$ cat src/rtl/brq_pkg.sv
// Shared types for the brq memory arbiter: requester id and arbiter FSM states.
package brq_pkg;

    typedef enum logic {ARB_INSTR = 1'b0, ARB_DATA = 1'b1} arb_src_e;
    typedef enum logic {IDLE = 1'b0, HOLD = 1'b1} arb_state_e;

    // Instruction fetches are always full-word reads.
    localparam logic [3:0] INSTR_BE = 4'hF;

endpackage

$ cat src/rtl/brq_arb_fifo.sv
// Order FIFO of requester ids: one entry per granted downstream request,
// popped by each downstream response so responses route in issue order.
module brq_arb_fifo
    import brq_pkg::*;
#(
    parameter int unsigned Depth = 2
) (
    input  logic                         clk_i,
    input  logic                         rst_i,
    input  logic                         push,
    input  arb_src_e                     push_src,
    input  logic                         pop,
    output arb_src_e                     head,
    output logic                         full,
    output logic                         empty,
    output logic [$clog2(Depth+1)-1:0]   count
);

    localparam int unsigned PtrW = (Depth > 1) ? $clog2(Depth) : 1;
    localparam int unsigned CntW = $clog2(Depth + 1);

    arb_src_e        mem_q [Depth];
    logic [PtrW-1:0] wr_ptr, rd_ptr;
    logic            push_ok, pop_ok;

    assign full    = (count == CntW'(Depth));
    assign empty   = (count == '0);
    assign push_ok = push && !full;
    assign pop_ok  = pop && !empty;
    assign head    = mem_q[rd_ptr];

    // Storage, pointers and occupancy; reset flushes everything in flight.
    always_ff @(posedge clk_i or posedge rst_i) begin
        if (rst_i) begin
            wr_ptr <= '0;
            rd_ptr <= '0;
            count  <= '0;
            for (int i = 0; i < int'(Depth); i++) mem_q[i] <= ARB_INSTR;
        end else begin
            if (push_ok) begin
                mem_q[wr_ptr] <= push_src;
                wr_ptr <= (wr_ptr == PtrW'(Depth - 1)) ? '0 : wr_ptr + 1'b1;
            end
            if (pop_ok) rd_ptr <= (rd_ptr == PtrW'(Depth - 1)) ? '0 : rd_ptr + 1'b1;
            case ({push_ok, pop_ok})
                2'b10:   count <= count + 1'b1;
                2'b01:   count <= count - 1'b1;
                default: count <= count;
            endcase
        end
    end

endmodule

$ cat src/rtl/brq_mem_arbiter.sv
// Shares one req/gnt/rvalid memory port between instruction and data sides.
// Data wins by default; a starving instruction request wins once it has lost
// StarveLimit cycles. Optional stall counters under BRQ_MEM_ARB_PERF_EN.
module brq_mem_arbiter
    import brq_pkg::*;
#(
    parameter int unsigned MaxOutstanding = 2,
    parameter int unsigned StarveLimit    = 4
) (
    input  logic        clk_i,
    input  logic        rst_i,
    input  logic        instr_req_i,
    input  logic [31:0] instr_addr_i,
    output logic        instr_gnt_o,
    output logic        instr_rvalid_o,
    output logic [31:0] instr_rdata_o,
    output logic        instr_err_o,
    input  logic        data_req_i,
    input  logic        data_we_i,
    input  logic [3:0]  data_be_i,
    input  logic [31:0] data_addr_i,
    input  logic [31:0] data_wdata_i,
    output logic        data_gnt_o,
    output logic        data_rvalid_o,
    output logic [31:0] data_rdata_o,
    output logic        data_err_o,
    output logic        mem_req_o,
    output logic        mem_we_o,
    output logic [3:0]  mem_be_o,
    output logic [31:0] mem_addr_o,
    output logic [31:0] mem_wdata_o,
    input  logic        mem_gnt_i,
    input  logic        mem_rvalid_i,
    input  logic [31:0] mem_rdata_i,
    input  logic        mem_err_i,
    output logic        busy_o,
    output logic        unexpected_rsp_o
`ifdef BRQ_MEM_ARB_PERF_EN
    ,
    output logic [31:0] instr_stall_cnt_o,
    output logic [31:0] data_stall_cnt_o
`endif
);

    localparam int unsigned CntW = $clog2(MaxOutstanding + 1);
    localparam int unsigned StW  = $clog2(StarveLimit + 1);

    arb_state_e      state_q, state_d;
    arb_src_e        hold_owner_q, owner, head;
    logic [StW-1:0]  starve_q;
    logic [CntW-1:0] fifo_count;
    logic            starved, sel_instr, win_req;
    logic            fifo_full, fifo_empty, push, pop;

    assign starved = (starve_q == StW'(StarveLimit));
    assign push    = mem_req_o && mem_gnt_i;
    assign pop     = mem_rvalid_i && !fifo_empty;

    brq_arb_fifo #(.Depth(MaxOutstanding)) u_order_fifo (
        .clk_i    (clk_i),
        .rst_i    (rst_i),
        .push     (push),
        .push_src (owner),
        .pop      (pop),
        .head     (head),
        .full     (fifo_full),
        .empty    (fifo_empty),
        .count    (fifo_count)
    );

    // FSM state register.
    always_ff @(posedge clk_i or posedge rst_i) begin
        if (rst_i) state_q <= IDLE;
        else       state_q <= state_d;
    end

    // Next state: park in HOLD while a presented request is not accepted.
    always_comb begin
        state_d = state_q;
        case (state_q)
            IDLE:    if (mem_req_o && !mem_gnt_i) state_d = HOLD;
            HOLD:    if (mem_gnt_i) state_d = IDLE;
            default: state_d = IDLE;
        endcase
    end

    // Outputs: pick the owner, drive downstream fields, 0-latency grant.
    always_comb begin
        sel_instr = instr_req_i && (!data_req_i || starved);
        if (state_q == HOLD) begin
            owner   = hold_owner_q;
            win_req = 1'b1;
        end else begin
            owner   = sel_instr ? ARB_INSTR : ARB_DATA;
            win_req = sel_instr || data_req_i;
        end
        // A pop in this cycle does not free a slot: gate on registered full.
        mem_req_o = win_req && !fifo_full;
        if (owner == ARB_INSTR) begin
            mem_we_o    = 1'b0;
            mem_be_o    = INSTR_BE;
            mem_addr_o  = instr_addr_i;
            mem_wdata_o = '0;
        end else begin
            mem_we_o    = data_we_i;
            mem_be_o    = data_be_i;
            mem_addr_o  = data_addr_i;
            mem_wdata_o = data_wdata_i;
        end
        instr_gnt_o = push && (owner == ARB_INSTR);
        data_gnt_o  = push && (owner == ARB_DATA);
    end

    // Latch the owner on entry to HOLD so it cannot change until accepted.
    always_ff @(posedge clk_i or posedge rst_i) begin
        if (rst_i)                                             hold_owner_q <= ARB_INSTR;
        else if (state_q == IDLE && mem_req_o && !mem_gnt_i)   hold_owner_q <= owner;
    end

    // Starvation counter: cycles instr waited without grant, saturating.
    always_ff @(posedge clk_i or posedge rst_i) begin
        if (rst_i)                        starve_q <= '0;
        else if (instr_gnt_o)             starve_q <= '0;
        else if (instr_req_i && !starved) starve_q <= starve_q + 1'b1;
    end

    // Sticky flag for a response with nothing outstanding.
    always_ff @(posedge clk_i or posedge rst_i) begin
        if (rst_i)                           unexpected_rsp_o <= 1'b0;
        else if (mem_rvalid_i && fifo_empty) unexpected_rsp_o <= 1'b1;
    end

    assign instr_rvalid_o = pop && (head == ARB_INSTR);
    assign data_rvalid_o  = pop && (head == ARB_DATA);
    assign instr_rdata_o  = mem_rdata_i;
    assign data_rdata_o   = mem_rdata_i;
    assign instr_err_o    = mem_err_i;
    assign data_err_o     = mem_err_i;
    assign busy_o         = (fifo_count != '0);

`ifdef BRQ_MEM_ARB_PERF_EN
    // Stall counters: cycles each requester is held off; wrap naturally.
    always_ff @(posedge clk_i or posedge rst_i) begin
        if (rst_i) begin
            instr_stall_cnt_o <= '0;
            data_stall_cnt_o  <= '0;
        end else begin
            if (instr_req_i && !instr_gnt_o) instr_stall_cnt_o <= instr_stall_cnt_o + 32'd1;
            if (data_req_i && !data_gnt_o)   data_stall_cnt_o  <= data_stall_cnt_o + 32'd1;
        end
    end
`endif

endmodule

$ cat config.mk
export PLATFORM = sky130hd
export DESIGN_NAME = brq_mem_arbiter
export DESIGN_NICKNAME = d
export VERILOG_FILES = /design/src/rtl/brq_pkg.sv /design/src/rtl/brq_arb_fifo.sv /design/src/rtl/brq_mem_arbiter.sv
export SDC_FILE = /design/constraint.sdc
export NUM_CORES = 1
export LEC_CHECK = 0
export BUFFER_PORTS_ARGS = -buffer_cell sky130_fd_sc_hd__buf_4
export CAP_MARGIN = 30
export CORE_AREA = 2 2 111 113
export CTS_BUF_LIST = sky130_fd_sc_hd__clkbuf_4 sky130_fd_sc_hd__clkbuf_8
export DETAILED_ROUTE_END_ITERATION = 7
export DIE_AREA = 0 0 113 115
export PLACE_DENSITY = 0.58
export REMOVE_ABC_BUFFERS = 1
export SLEW_MARGIN = 15
export SYNTH_ARGS = -nofsm -noshare
export SYNTH_HDL_FRONTEND = slang
export SYNTH_SLANG_ARGS = --single-unit
$ cat constraint.sdc
create_clock -name clk_i -period 5.4 [get_ports clk_i]
set_input_delay 1.08 -clock clk_i [delete_from_list [all_inputs] [get_ports clk_i]]
set_output_delay 1.08 -clock clk_i [all_outputs]
set_load 0.005 [all_outputs]
==> impl_metrics.json, run 1 <==
{
  "fin_setup_tns_ns": 0,
  "stdcell_area_mm2": 0.002882,
  "numCtsBuffers": 3,
  "cts_setup_buffers": 0,
  "clock-root-buffer": "clkbuf_8",
  "pre_cts_slack_ns": 1.622,
  "seq_power_share_pct": 19.0,
  "synth_warnings": 0,
  "maxSlewViolCount": 0,
  "final_util_pct": 24.40,
  "p_int_uw": 579.6,
  "setup_ws_ns": 1.711,
  "r2r_cells": 6,
  "critPathArrivalTime_ns": 2.61,
  "grtUsageTotal_pct": 10.95,
  "dieArea_mm2": 0.01300,
  "detailed_place.area_mm2": 0.002811,
  "start_kind": "primary input",
  "avgViaCountPerCell": 4.100,
  "die_x_um": 113,
  "synth.cell_area_mm2": 0.001809,
  "routabilityCongestion": 0.7341,
  "insertion_delay_ns": 0.24,
  "cap_violations": 0,
  "synth_cell_types": 32,
  "drtAntennaViolNets": 0,
  "powerDensity_mw_per_mm2": 312.7,
  "avgRoutedWirePerCell_um": 16.89,
  "drtIter0Drc": 55,
  "dr_total_vias": 1919,
  "antenna_found_initial": 0,
  "p_leak_uw": 0.001444,
  "syn_inst": 207,
  "pwr-share-comb_pct": 70.0,
  "grt_pass1_wl_mm": 10.64,
  "drc": 19,
  "violations": "DRC",
  "power_uw": 901.0,
  "nNetsFinal": 465,
  "crit_fanout": 37,
  "drive_above_1_share_pct": 69.78,
  "totalWireLength_mm": 7.904,
  "pwr-share-clk_pct": 11.0,
  "die_h_um": 115,
  "path_clk_slew_ns": 0.05,
  "p_sw_uw": 321.3,
  "start_util_pct": 15.32,
  "io_pins": 282,
  "max_freq_mhz": 271.0,
  "cts.path.max_buffers": 2,
  "hpwl_mm": 6.663,
  "holdBufCountCts": 0,
  "end_kind": "output port",
  "relSlewSlack_pct": 67.74,
  "core_area_mm2": 0.01181,
  "num_antenna_cells": 0,
  "layout.area.seq_um2": 300.3,
  "drt_pass1_iterations": 6,
  "hp-class": "flip-flop to flip-flop",
  "ys_seq_elements": 12,
  "multiInputGateArea_um2": 927.1,
  "core.rowCount": 40,
  "grt_overflow": 0,
  "finalHoldViolCount": 0,
  "io_buffers": 182,
  "syn2layout_area_growth_pct": 59.27,
  "grt_max_degree": 40,
  "min_path_cells": 1,
  "run_status": "finished with violations",
  "vdd_drop_max_v": 0.00007338,
  "layout_commonest_cell": "buf_4",
  "final_cell_mix": "buf_4, mux2_2, and2_1, dfrtp_1",
  "worst-slew-pin-transition_ns": 0.4803,
  "synth_seq_area_share_pct": 16.60,
  "htreeDepth": 1,
  "first_global_vias": 1842,
  "cts_tree": "done",
  "crit_required_ns": 4.32,
  "fin_worst_skew_ns": 0.0006321,
  "fin_crit_ns": 3.689,
  "fillers": 1291,
  "rsz0062_at_grt": "false",
  "power_switching_share_pct": 35.66,
  "setup_viol": 0,
  "finalCritPeriodShare_pct": 68.32,
  "numClockSinks": 12,
  "crit_type": "primary input to output port",
  "cts_resized": 0,
  "avgSynthCellArea_um2": 8.740
}
-- state kept, by name, indices dropped and copies added (netlist names) --
signal and count:
hold_owner_q 1, starve_q 3, state_q 1, u_order_fifo.count 2
u_order_fifo.mem_q 2, u_order_fifo.rd_ptr 1, u_order_fifo.wr_ptr 1, unexpected_rsp_o 1
-- kinds of logic after synthesis --
logic type | share of synthesized area, %
mux | 21.65
xor+xnor | 2.905
buf+inv | 32.16
simple gates | 18.33
compound gates | 6.294
fa+ha+maj | 2.075
flops | 16.60
-- power by group through the flow --
stage                     registers [µW]  logic, µW  clock network [µW]
after CTS                            172        633                 102
final                                171        631                98.7
after global placement               170        617                   0
after detailed placement             173        631                   0
after global routing                 178        689                 105
after floorplan                      163        314                   0
-- synth_stat cells, drive strengths merged --
library cell / instances / share of area [%]
buf: 70 / 30
and2: 33 / 11
mux2: 33 / 21
dfrtp: 12 / 17
inv: 7 / 1.5
nor2: 7 / 1.5
xnor2: 5 / 2.4
clkbuf: 4 / 0.83
nand2: 4 / 0.83
nor3: 4 / 1.1
ha: 3 / 2.1
a21boi: 2 / 0.83
a21oi: 2 / 0.55
mux2i: 2 / 1.1
nand2b: 2 / 0.69
nor2b: 2 / 0.83
or2b: 2 / 0.83
a21o: 1 / 0.42
a221o: 1 / 0.55
a221oi: 1 / 1.5
a22oi: 1 / 0.42
a2bb2oi: 1 / 0.48
and3: 1 / 0.35
nor4b: 1 / 0.48
o21a: 1 / 0.42
o21ai: 1 / 0.28
o31ai: 1 / 0.42
o41ai: 1 / 0.48
or2: 1 / 0.35
xor2: 1 / 0.48
-- critical path, cell delays in order --
cell and delay (ns):
buf_4 0.12, nor2b_2 0.17, a221oi_4 0.25, buf_4 0.44, mux2_2 0.40, buf_4 0.13
-- stage by stage --
stage / cells / hold WS (ns)
finish: 468 / 0.4754
global route: 468 / 0.4869
CTS: 467 / 0.4687
detailed placement: 463 / 0.4526
global placement: 463 / 0.4498
floorplan: 133 / 0.4510
-- per-layer routing --
metal  GRT usage, %  up-vias  routed length, µm
li1               -      837                  -
met1          11.07      828               2651
met2          15.65      244               3214
met3          10.70        8               1922
met4          2.439        2                 77
met5          6.667        -                 39
-- worst paths after layout --
check	slack [ns]	to	from
min in group asynchronous	0.87	unexpected_rsp_o$_DFFE_PP0P_	rst_i
max	1.71	mem_addr_o[26]	data_req_i
max reg2reg	3.31	u_order_fifo.count[1]$_DFFE_PP0P_	state_q$_DFF_PP0_
min	0.48	unexpected_rsp_o$_DFFE_PP0P_	unexpected_rsp_o$_DFFE_PP0P_
max in group asynchronous	4.20	starve_q[2]$_DFFE_PP0P_	rst_i
min reg2reg	0.48	unexpected_rsp_o$_DFFE_PP0P_	unexpected_rsp_o$_DFFE_PP0P_
-- area by class of cell --
cell class | instances | share of cell area (%)
Sequential cell | 12 | 10.42
Tap cell | 147 | 6.383
Clock buffer | 4 | 1.911
Multi-Input combinational cell | 114 | 32.18
Timing Repair Buffer | 184 | 48.20
Inverter | 7 | 0.9119
No activity file was read; power rests on OpenSTA's default activity.
==> run 2: changes to the inputs <==
- CORE_AREA: 2 2 111 113 -> 2 2 108 110
- DIE_AREA: 0 0 113 115 -> 0 0 110 112
- PLACE_DENSITY: 0.58 -> 0.61
- clock period: 5.4 -> 3.7 ns (I/O delays scaled with it)
==> run 2 against run 1 <==
The run now ends clean. Combinational power up 46%. Global-route usage is 0.20 points higher. Core utilization grew 1.4 points.
==> impl_metrics.json, run 2 (synthesis gave the netlist of run 1 again) <==
{
  "use_met1_pct": 11.36,
  "vdd_drop_max_v": 0.0001185,
  "rr_startpoint": "state_q$_DFF_PP0_",
  "timing.rr.end": "u_order_fifo.count[1]$_DFFE_PP0P_",
  "avgRoutedWirePerCell_um": 16.77,
  "rsz0062_at_grt": "false",
  "slowest_stage": "mux2_2",
  "num_antenna_cells": 0,
  "crit_buf_inv": 3,
  "detailed_place.area_mm2": 0.002814,
  "powerDensity_mw_per_mm2": 457.7,
  "drt_pass1_iterations": 4,
  "drc": 0,
  "dr_total_vias": 1932,
  "htreeDepth": 1,
  "avgViaCountPerCell": 4.155,
  "maxSlewViolCount": 0,
  "p_leak_uw": 0.001449,
  "clock-root-buffer": "clkbuf_8",
  "finalHoldViolCount": 0,
  "die_h_um": 112,
  "fin_crit_ns": 2.939,
  "relSlewSlack_pct": 66.43,
  "dp.cells": 460,
  "numCtsBuffers": 3,
  "crit_required_ns": 2.96,
  "hp-class": "flip-flop to flip-flop",
  "core_area_mm2": 0.01117,
  "path_clk_slew_ns": 0.05,
  "hpwl_mm": 6.503,
  "crit_type": "primary input to output port",
  "start_util_pct": 16.19,
  "fin_worst_skew_ns": 0.005024,
  "finalCritPeriodShare_pct": 79.43,
  "worst-slew-pin-transition_ns": 0.4997,
  "grt_pass1_wl_mm": 9.991,
  "r2r_cells": 7,
  "cap_violations": 0,
  "first_global_vias": 1754,
  "numClockSinks": 12,
  "critPathLaunch": "data_req_i",
  "io_buffers": 182,
  "busiest_layer": "met2",
  "grtUsageTotal_pct": 11.15,
  "die_x_um": 110,
  "path_depth": 6,
  "layout_commonest_cell": "buf_4",
  "reg2reg_slack_ns": 1.60,
  "totalWireLength_mm": 7.798,
  "core.rowCount": 39,
  "routabilityCongestion": 0.7091,
  "syn2layout_area_growth_pct": 59.41,
  "crit_fanout": 25,
  "max_freq_mhz": 340.3,
  "run_status": "finished clean",
  "antenna_found_initial": 0,
  "crit_top_cell": "buf_4",
  "setup_viol": 0,
  "drtIter0Drc": 111,
  "stdcell_area_mm2": 0.002884,
  "largest_reg_flops": 3,
  "regMostFlops": "starve_q",
  "crit_end": "mem_addr_o[5]",
  "critPathArrivalTime_ns": 2.20,
  "io_pins": 282,
  "dieArea_mm2": 0.01232,
  "final_util_pct": 25.81,
  "largestRegisters": "starve_q (3), u_order_fifo.count (2), u_order_fifo.mem_q (2)",
  "cts_setup_buffers": 0,
  "nNetsFinal": 466,
  "end_kind": "output port",
  "grt_overflow": 0,
  "slowest_delay_ns": 0.39,
  "drive_above_1_share_pct": 69.88,
  "cts.path.max_buffers": 2,
  "holdBufCountCts": 0,
  "met2_usage_pct": 16.07,
  "final_cells": 465,
  "final_cell_mix": "buf_4, mux2_2, and2_1, dfrtp_1",
  "fin_setup_tns_ns": 0,
  "grtUsageMet3_pct": 10.36,
  "cts_tree": "done",
  "drtAntennaViolNets": 0,
  "crit_chain": "buf_4 > nor2b_2 > a221oi_4 > buf_4 > mux2_2 > buf_4",
  "start_kind": "primary input",
  "grt_max_degree": 40,
  "cts_resized": 0,
  "critPathTopFamily": "buffers and inverters",
  "insertion_delay_ns": 0.25
}
run 2: area by class of cell:
cell class | count | area, µm²
timing repair buffer | 185 | 1396
tap | 143 | 178.9
inverter | 7 | 26.28
sequential | 12 | 300.3
fill | 1193 | 8290
multi-input combinational | 114 | 927.1
clock buffer | 4 | 55.05
run 2: layer usage:
| metal | share of wire, % | wire (µm) |
|---|---|---|
| met2 | 42 | 3291 |
| met3 | 24 | 1894 |
| met1 | 32 | 2486 |
| met5 | 0.83 | 65 |
| met4 | 0.77 | 60 |
run 2: through the flow:
step	worst slack, ns	power, µW	hold slack [ns]
4_1_cts	0.5849	1329	0.4660
6_report	0.7612	1320	0.4699
3_5_place_dp	0.5837	1173	0.4535
2_1_floorplan	0.6183	697.1	0.4510
3_3_place_gp	0.6778	1151	0.4429
5_1_grt	0.6090	1433	0.4802
run 2: worst min path at each step:
stage	start	endpoint	slack, ns	cells past startpoint
6_report	unexpected_rsp_o$_DFFE_PP0P_	unexpected_rsp_o$_DFFE_PP0P_	0.47	1
5_1_grt	unexpected_rsp_o$_DFFE_PP0P_	unexpected_rsp_o$_DFFE_PP0P_	0.48	1
3_5_place_dp	unexpected_rsp_o$_DFFE_PP0P_	unexpected_rsp_o$_DFFE_PP0P_	0.45	1
4_1_cts	unexpected_rsp_o$_DFFE_PP0P_	unexpected_rsp_o$_DFFE_PP0P_	0.47	1
3_3_place_gp	unexpected_rsp_o$_DFFE_PP0P_	unexpected_rsp_o$_DFFE_PP0P_	0.44	1
2_1_floorplan	unexpected_rsp_o$_DFFE_PP0P_	unexpected_rsp_o$_DFFE_PP0P_	0.45	1
run 2: report_power, final:
group	total [µW]	leakage, µW	switching, µW	internal (µW)
logic	924	0.00128	359	565
clock network	147	0.0000288	53.0	94.2
registers	249	0.000139	58.1	191
